[src/rtl/din_debounce_edge_pkg.sv]
// Shared types for the din debounce/edge conditioning stage.
package debounce_pkg;
  localparam int STATE_W = 2;

  typedef enum logic [STATE_W-1:0] {
    STABLE_LO = 2'b00,
    PEND_HI   = 2'b01,
    STABLE_HI = 2'b10,
    PEND_LO   = 2'b11
  } state_t;
endpackage

[src/rtl/din_debounce_edge_sync_2ff.sv]
// Two-flop synchroniser for an asynchronous level into clk.
module sync_2ff #(
  parameter logic RESET_VAL = 1'b0
) (
  input  logic clk,
  input  logic clear_n,
  input  logic d,
  output logic q
);
  logic s1;

  always_ff @(posedge clk or negedge clear_n) begin
    if (!clear_n) begin
      s1 <= RESET_VAL;
      q  <= RESET_VAL;
    end else begin
      s1 <= d;
      q  <= s1;
    end
  end
endmodule

[src/rtl/din_debounce_edge.sv]
// Debounces a raw asynchronous level; emits a clean level q plus one-cycle
// rise/fall pulses, with busy flagging a candidate transition being timed.
module din_debounce_edge
  import debounce_pkg::*;
#(
  parameter int   CNT_W         = 16,
  parameter int   STABLE_CYCLES = 50000,
  parameter logic INIT_LEVEL    = 1'b0
) (
  input  logic clk,
  input  logic clear_n,
  input  logic din,
  output logic q,
  output logic rise,
  output logic fall,
  output logic busy
);
  if (STABLE_CYCLES < 1 || longint'(STABLE_CYCLES) > (longint'(1) << CNT_W) - 1) begin : g_bad_param
    $error("din_debounce_edge: STABLE_CYCLES out of range for CNT_W");
  end

  localparam logic [CNT_W-1:0] LAST = CNT_W'(STABLE_CYCLES - 1);

  logic             s2;
  logic [CNT_W-1:0] cnt;
  state_t           state;

  sync_2ff #(.RESET_VAL(INIT_LEVEL)) u_sync (
    .clk     (clk),
    .clear_n (clear_n),
    .d       (din),
    .q       (s2)
  );

  always_ff @(posedge clk or negedge clear_n) begin
    if (!clear_n) begin
      state <= INIT_LEVEL ? STABLE_HI : STABLE_LO;
      cnt   <= '0;
      q     <= INIT_LEVEL;
      rise  <= 1'b0;
      fall  <= 1'b0;
      busy  <= 1'b0;
    end else begin
      rise <= 1'b0;
      fall <= 1'b0;
      unique case (state)
        STABLE_LO: begin
          cnt <= '0;
          if (s2) begin
            // A one-cycle window commits on the first sample, skipping PEND.
            if (STABLE_CYCLES == 1) begin
              state <= STABLE_HI;
              q     <= 1'b1;
              rise  <= 1'b1;
            end else begin
              state <= PEND_HI;
              cnt   <= CNT_W'(1);
              busy  <= 1'b1;
            end
          end
        end
        PEND_HI: begin
          if (!s2) begin
            state <= STABLE_LO;
            cnt   <= '0;
            busy  <= 1'b0;
          end else if (cnt == LAST) begin
            state <= STABLE_HI;
            cnt   <= '0;
            q     <= 1'b1;
            rise  <= 1'b1;
            busy  <= 1'b0;
          end else begin
            cnt <= cnt + CNT_W'(1);
          end
        end
        STABLE_HI: begin
          cnt <= '0;
          if (!s2) begin
            if (STABLE_CYCLES == 1) begin
              state <= STABLE_LO;
              q     <= 1'b0;
              fall  <= 1'b1;
            end else begin
              state <= PEND_LO;
              cnt   <= CNT_W'(1);
              busy  <= 1'b1;
            end
          end
        end
        PEND_LO: begin
          if (s2) begin
            state <= STABLE_HI;
            cnt   <= '0;
            busy  <= 1'b0;
          end else if (cnt == LAST) begin
            state <= STABLE_LO;
            cnt   <= '0;
            q     <= 1'b0;
            fall  <= 1'b1;
            busy  <= 1'b0;
          end else begin
            cnt <= cnt + CNT_W'(1);
          end
        end
        default: begin
          state <= INIT_LEVEL ? STABLE_HI : STABLE_LO;
          cnt   <= '0;
          busy  <= 1'b0;
        end
      endcase
    end
  end
endmodule
[config.mk]
export PLATFORM = sky130hd
export DESIGN_NAME = din_debounce_edge
export DESIGN_NICKNAME = d
export VERILOG_FILES = /design/src/rtl/din_debounce_edge_pkg.sv /design/src/rtl/din_debounce_edge_sync_2ff.sv /design/src/rtl/din_debounce_edge.sv
export SDC_FILE = /design/constraint.sdc
export NUM_CORES = 1
export LEC_CHECK = 0
export CAP_MARGIN = 10
export CORE_MARGIN = 3
export CORE_UTILIZATION = 47
export CTS_CLUSTER_SIZE = 10
export DETAILED_ROUTE_END_ITERATION = 6
export PLACE_DENSITY = 0.62
export SYNTH_ARGS = -nofsm -noshare
export SYNTH_HDL_FRONTEND = slang
export SYNTH_HIERARCHICAL = 1
export SYNTH_SLANG_ARGS = --single-unit
[constraint.sdc]
create_clock -name clk -period 3 [get_ports clk]
set_clock_uncertainty 0.05 [all_clocks]
set_input_delay 0.45 -clock clk [delete_from_list [all_inputs] [get_ports clk]]
set_output_delay 0.45 -clock clk [all_outputs]
set_load 0.01 [all_outputs]
* After elaboration in Yosys (flattened, before gate mapping)
Cells that the tools add are included.
** Operators by class
- $add $sub $neg :: 1
- $mul :: 0
- Divide/modulo/power cells :: 0
- Magnitude comparators :: 0
- Equal/unequal tests :: 12
- Shift operators :: 0
- Mux-type cells :: 29
- Bitwise logic cells :: 0
- Reductions and logical operators :: 5
** Operators with widths (count)
- $pmux 16 s4 :: 1
- $mux 16 :: 3
- $add 16x1->16 const B :: 1
- $eq 16x16->1 const B :: 1
- $mux 1 :: 16
- $mux 2 :: 6
- $ne 2x2->1 const B :: 4
- $pmux 2 s4 :: 1
- $reduce_and 5->1 :: 1
- $eq 2x2->1 const B :: 2
- $ne 2x1->1 const B :: 2
- $pmux 1 s4 :: 1
- $reduce_and 4->1 :: 1
- $ne 3x2->1 const B :: 1
- $ne 3x3->1 const B :: 1
- $eq 2x1->1 const B :: 1
- $logic_not 2->1 :: 1
- $pmux 1 s2 :: 1
- $reduce_and 2->1 :: 1
- $reduce_bool 2->1 :: 1
** Storage, ports and cells
- Register bits after elaboration :: 24
- Bits in latches :: 0
- Bits in writable memories :: 0
- Memory bits (read-only) :: 0
- Input bits :: 3
- Logic and storage cells :: 55
- Memories :: 0

* Longest topological paths before layout
- Depth after elaboration :: 4
- Mapped depth :: 7
- Mapped depth without buffers :: 5

* Modules after synthesis
Netlist, hierarchy kept.
** By module, submodules not included
- din_debounce_edge :: times used 1, cells an instance 102, area an instance 1063.5 µm², sequential area each 550.5 µm²
- sync_2ff :: times used 1, cells an instance 2, area an instance 50.0 µm², sequential area each 50.0 µm²

* Worst setup path after synthesis
No wires, ideal clock.
- Path type :: register to register
- Start point :: register cnt[5]
- End point :: register (tool-made name)
- Setup time :: 0.125 ns
- Arrival :: 1.778 ns
- Slack :: 1.047 ns
- Cell stages (with the launch flop) :: 4
- Path buffers :: 0
- Clock period less this slack :: 1.953 ns
- Path through :: dfrtp_1 or4b_1 or4_4 mux2_4
** RTL lines
- start, declared :: line din_debounce_edge.sv:25 : logic [CNT_W-1:0] cnt;
- start signal, assigned :: line din_debounce_edge.sv:74 : cnt <= cnt + CNT_W'(1);
- start signal, assigned :: line din_debounce_edge.sv:103 : cnt <= cnt + CNT_W'(1);

* Final worst setup path
- Start point :: register cnt[5]
- End point :: register cnt[4]
** Between the ends
- Longest elaborated chain between the ends :: 4
- Elaborated cells between the ends (all ways) :: 5
- Those cells by class :: 1 x eq/ne; 4 x mux
** Ends and longest elaborated chain
- $eq 16x16->1 * :: line din_debounce_edge.sv:67, din_debounce_edge.sv:96
- $mux 16 * :: line din_debounce_edge.sv:67, din_debounce_edge.sv:96
- $mux 16, on equally long branches :: line din_debounce_edge.sv:92, din_debounce_edge.sv:63
- $pmux 16 s4 * :: line din_debounce_edge.sv:46 : unique case (state)
Mark *: on every way between the ends. The rest lies on a longest branch, timed or not.
A chain may end at the register's enable or synchronous reset.

==> impl_metrics.tcl <==
set metrics [dict create \
    hpwlAfterDp_um 1330 \
    dr.first_iter.drc_count 16 \
    synth.top_cells.by_area "dfrtp_1 (54%), xnor2_1 (5.5%), nor2_1 (5.4%)" \
    cts_made_buffers 3 \
    routed_wl_um 1890 \
    ant_nets 0 \
    synth_edf_count 0 \
    fin_nets 118 \
    fill_cells 197 \
    synth_cell_types 35 \
    worst_hold_slack_ps 311 \
    htree_levels 1 \
    cp_max_fo 14 \
    cp.arrival_ps 2210 \
    dieArea_um2 2990 \
    gp_congestion 0.832 \
    drt-vias-per-instance 5.51 \
    die_w_um 54.7 \
    avgRoutedWirePerCell_um 13.5 \
    cp.required_ps 3160 \
    firstDrtPassIters 4 \
    place_area_um2 1200 \
    setup_viol 0 \
    cts_resized 0 \
    fmax_ghz 0.487 \
    synth_nets 108 \
    antenna_found_initial 0 \
    rr_startpoint "cnt[5]$_DFF_PN0_" \
    grt_pass1_vias 741 \
    grtUsageMet3_pct 6.27 \
    syn_avg_cell_area_um2 10.7 \
    hold_viol_final 0 \
    grt_pass1_wl_um 3460 \
    ios 7 \
    crit_type "flip-flop to flip-flop" \
    placementRows 16 \
    regArea_um2 601 \
    syn_inst 104 \
    synth_area_um2 1110 \
    diodes 0 \
    clk_latency_ps 310 \
    cts_root_buf "clkbuf_4" \
    fin_tns_setup_ps 0 \
    layout-drive-gt1-share_pct 10.6 \
    multiInputGateArea_um2 478 \
    core-area_um2 2100 \
    post-cts-setup-buffers 0 \
    status "complete, no violations" \
    grt_util_met2_pct 23.8 \
    fin_crit_ps 2050 \
    synth_top_area_share_pct 53.9 \
    routed-via-count 772 \
    synth_warnings 6 \
    cts_sinks 24 \
    power_density_nw_per_um2 427 \
    hold_buffers 0 \
    ys_seq_elements 24 \
    synth_area_leader_cell "dfrtp_1" \
    cts_tree "built" \
    grt_setup_unrepaired "no" \
    start_kind "flip-flop" \
    final.period_utilization_pct 68.4 \
    synth-async-reset-ratio_pct 100 \
    synthFlopType "dfrtp_1" \
    synth-seq-area-share_pct 53.9 \
    vdd_drop_max_v 0.000267 \
    grt_use_met1_pct 22.9 \
    drc 0 \
    areaGrowthSynthToFinish_pct 10.9 \
    endpoint_kind "flip-flop" \
    port_buffers 6 \
    maxSlewViolCount 0 \
    clk_pin_slew_ps 120 \
    timing.final.ws_setup_ps 947 \
    maxCapViolations 0 \
    die_h_um 54.7 \
    top_usage_layer "met2" \
    start_util_pct 53.0 \
    grt-ovfl-total 0 \
    slew_headroom_pct 67.8 \
    min_path_type "flip-flop to flip-flop" \
    worst_pin_slew_ps 478 \
    cp-startpoint "cnt[5]$_DFF_PN0_" \
    power_leakage_nw 0.511 \
    grt.total_usage_pct 16.3 \
    cts_max_path_buffers 2 \
    dp_slack_ps 936 \
    grt_max_degree 25 \
    fin_area_um2 1230 \
    holdCritStartpoint "u_sync/s1$_DFF_PN0_" \
]
-- cell usage in the layout (no fill, tap or decap), types with 2 or more instances in the layout --
cell type | netlist | routed
buf_4 | 1 | 2
dfrtp_1 | 24 | 24
nand3_1 | 5 | 5
inv_1 | 3 | 3
clkdlybuf4s50_1 | 0 | 6
clkbuf_4 | 0 | 3
xnor2_1 | 7 | 7
xor2_1 | 6 | 6
a21oi_1 | 2 | 2
nand4_1 | 6 | 6
nor4_1 | 3 | 3
nand2_1 | 6 | 6
o21ai_0 | 2 | 2
nor2_1 | 16 | 16
-- registers in the layout, indices dropped and copies added, names as in the netlist, named ones only --
name and count:
fall 1, rise 1, u_sync/s1 1, u_sync/q 1, cnt 16, q 1
state 1, busy 1
-- through the flow --
step | cells | total power [mW] | util [%]
global route | 140 | 0.551 | 58.8
floorplan | 104 | 0.350 | -
global placement | 136 | 0.365 | 57.0
detailed placement | 136 | 0.365 | 57.0
CTS | 140 | 0.535 | 58.8
finish | 140 | 0.527 | 58.8
-- layer usage --
layer,part of all wire (%),vias up
met5,0,-
met4,0.53,0
met3,5.6,2
met2,42,20
met1,52,364
li1,-,386
-- critical path, cell delays in order, from the launching register on --
cell and delay [ps]:
dfrtp_1 440, or4b_1 550, nor4_1 470, or2_0 160, buf_4 200, nor2_1 70
-- final timing paths --
kind / depth (start not counted) / to / slack [ps]
max: 5 / cnt[4]$_DFF_PN0_ / 950
min: 0 / u_sync/q$_DFF_PN0_ / 310
max reg2reg: 5 / cnt[4]$_DFF_PN0_ / 950
min reg2reg: 0 / u_sync/q$_DFF_PN0_ / 310
max in group asynchronous: 2 / cnt[6]$_DFF_PN0_ / 2230
min in group asynchronous: 2 / asynchronous set/reset pin / 430
-- where the power goes --
group,leakage [nW],switching [mW],total [mW],internal (mW)
clock,0.0210,0.0944,0.169,0.0742
combinational,0.167,0.0148,0.0253,0.0105
sequential,0.324,0.00431,0.333,0.329
total,0.511,0.113,0.527,0.413
-- kinds of logic after synthesis --
family                     share of synthesized area, %
xor gates and xnor gates                           10.2
adders and majority gates                          1.12
DFF                                                53.9
and+or+nand+nor                                    25.7
muxes                                              1.35
AOI/OAI and AO/OA                                  4.50
buffers and inverters                              3.15
-- area by class of cell --
cell class,instances,area share (%)
inverters,3,0.912
well taps,27,2.74
clock buffers,4,2.94
multi-input cells,74,38.7
flip-flops and latches,24,48.6
repair buffers,8,6.08
-- cells in the mapped netlist, drive strengths merged (3+ instances only) --
cell,instances
nor2,16
xnor2,7
nor4,3
nand2,6
inv,3
dfrtp,24
xor2,6
nand3,5
nand4,6
buf,3
Power figures use the tool's default switching activity.
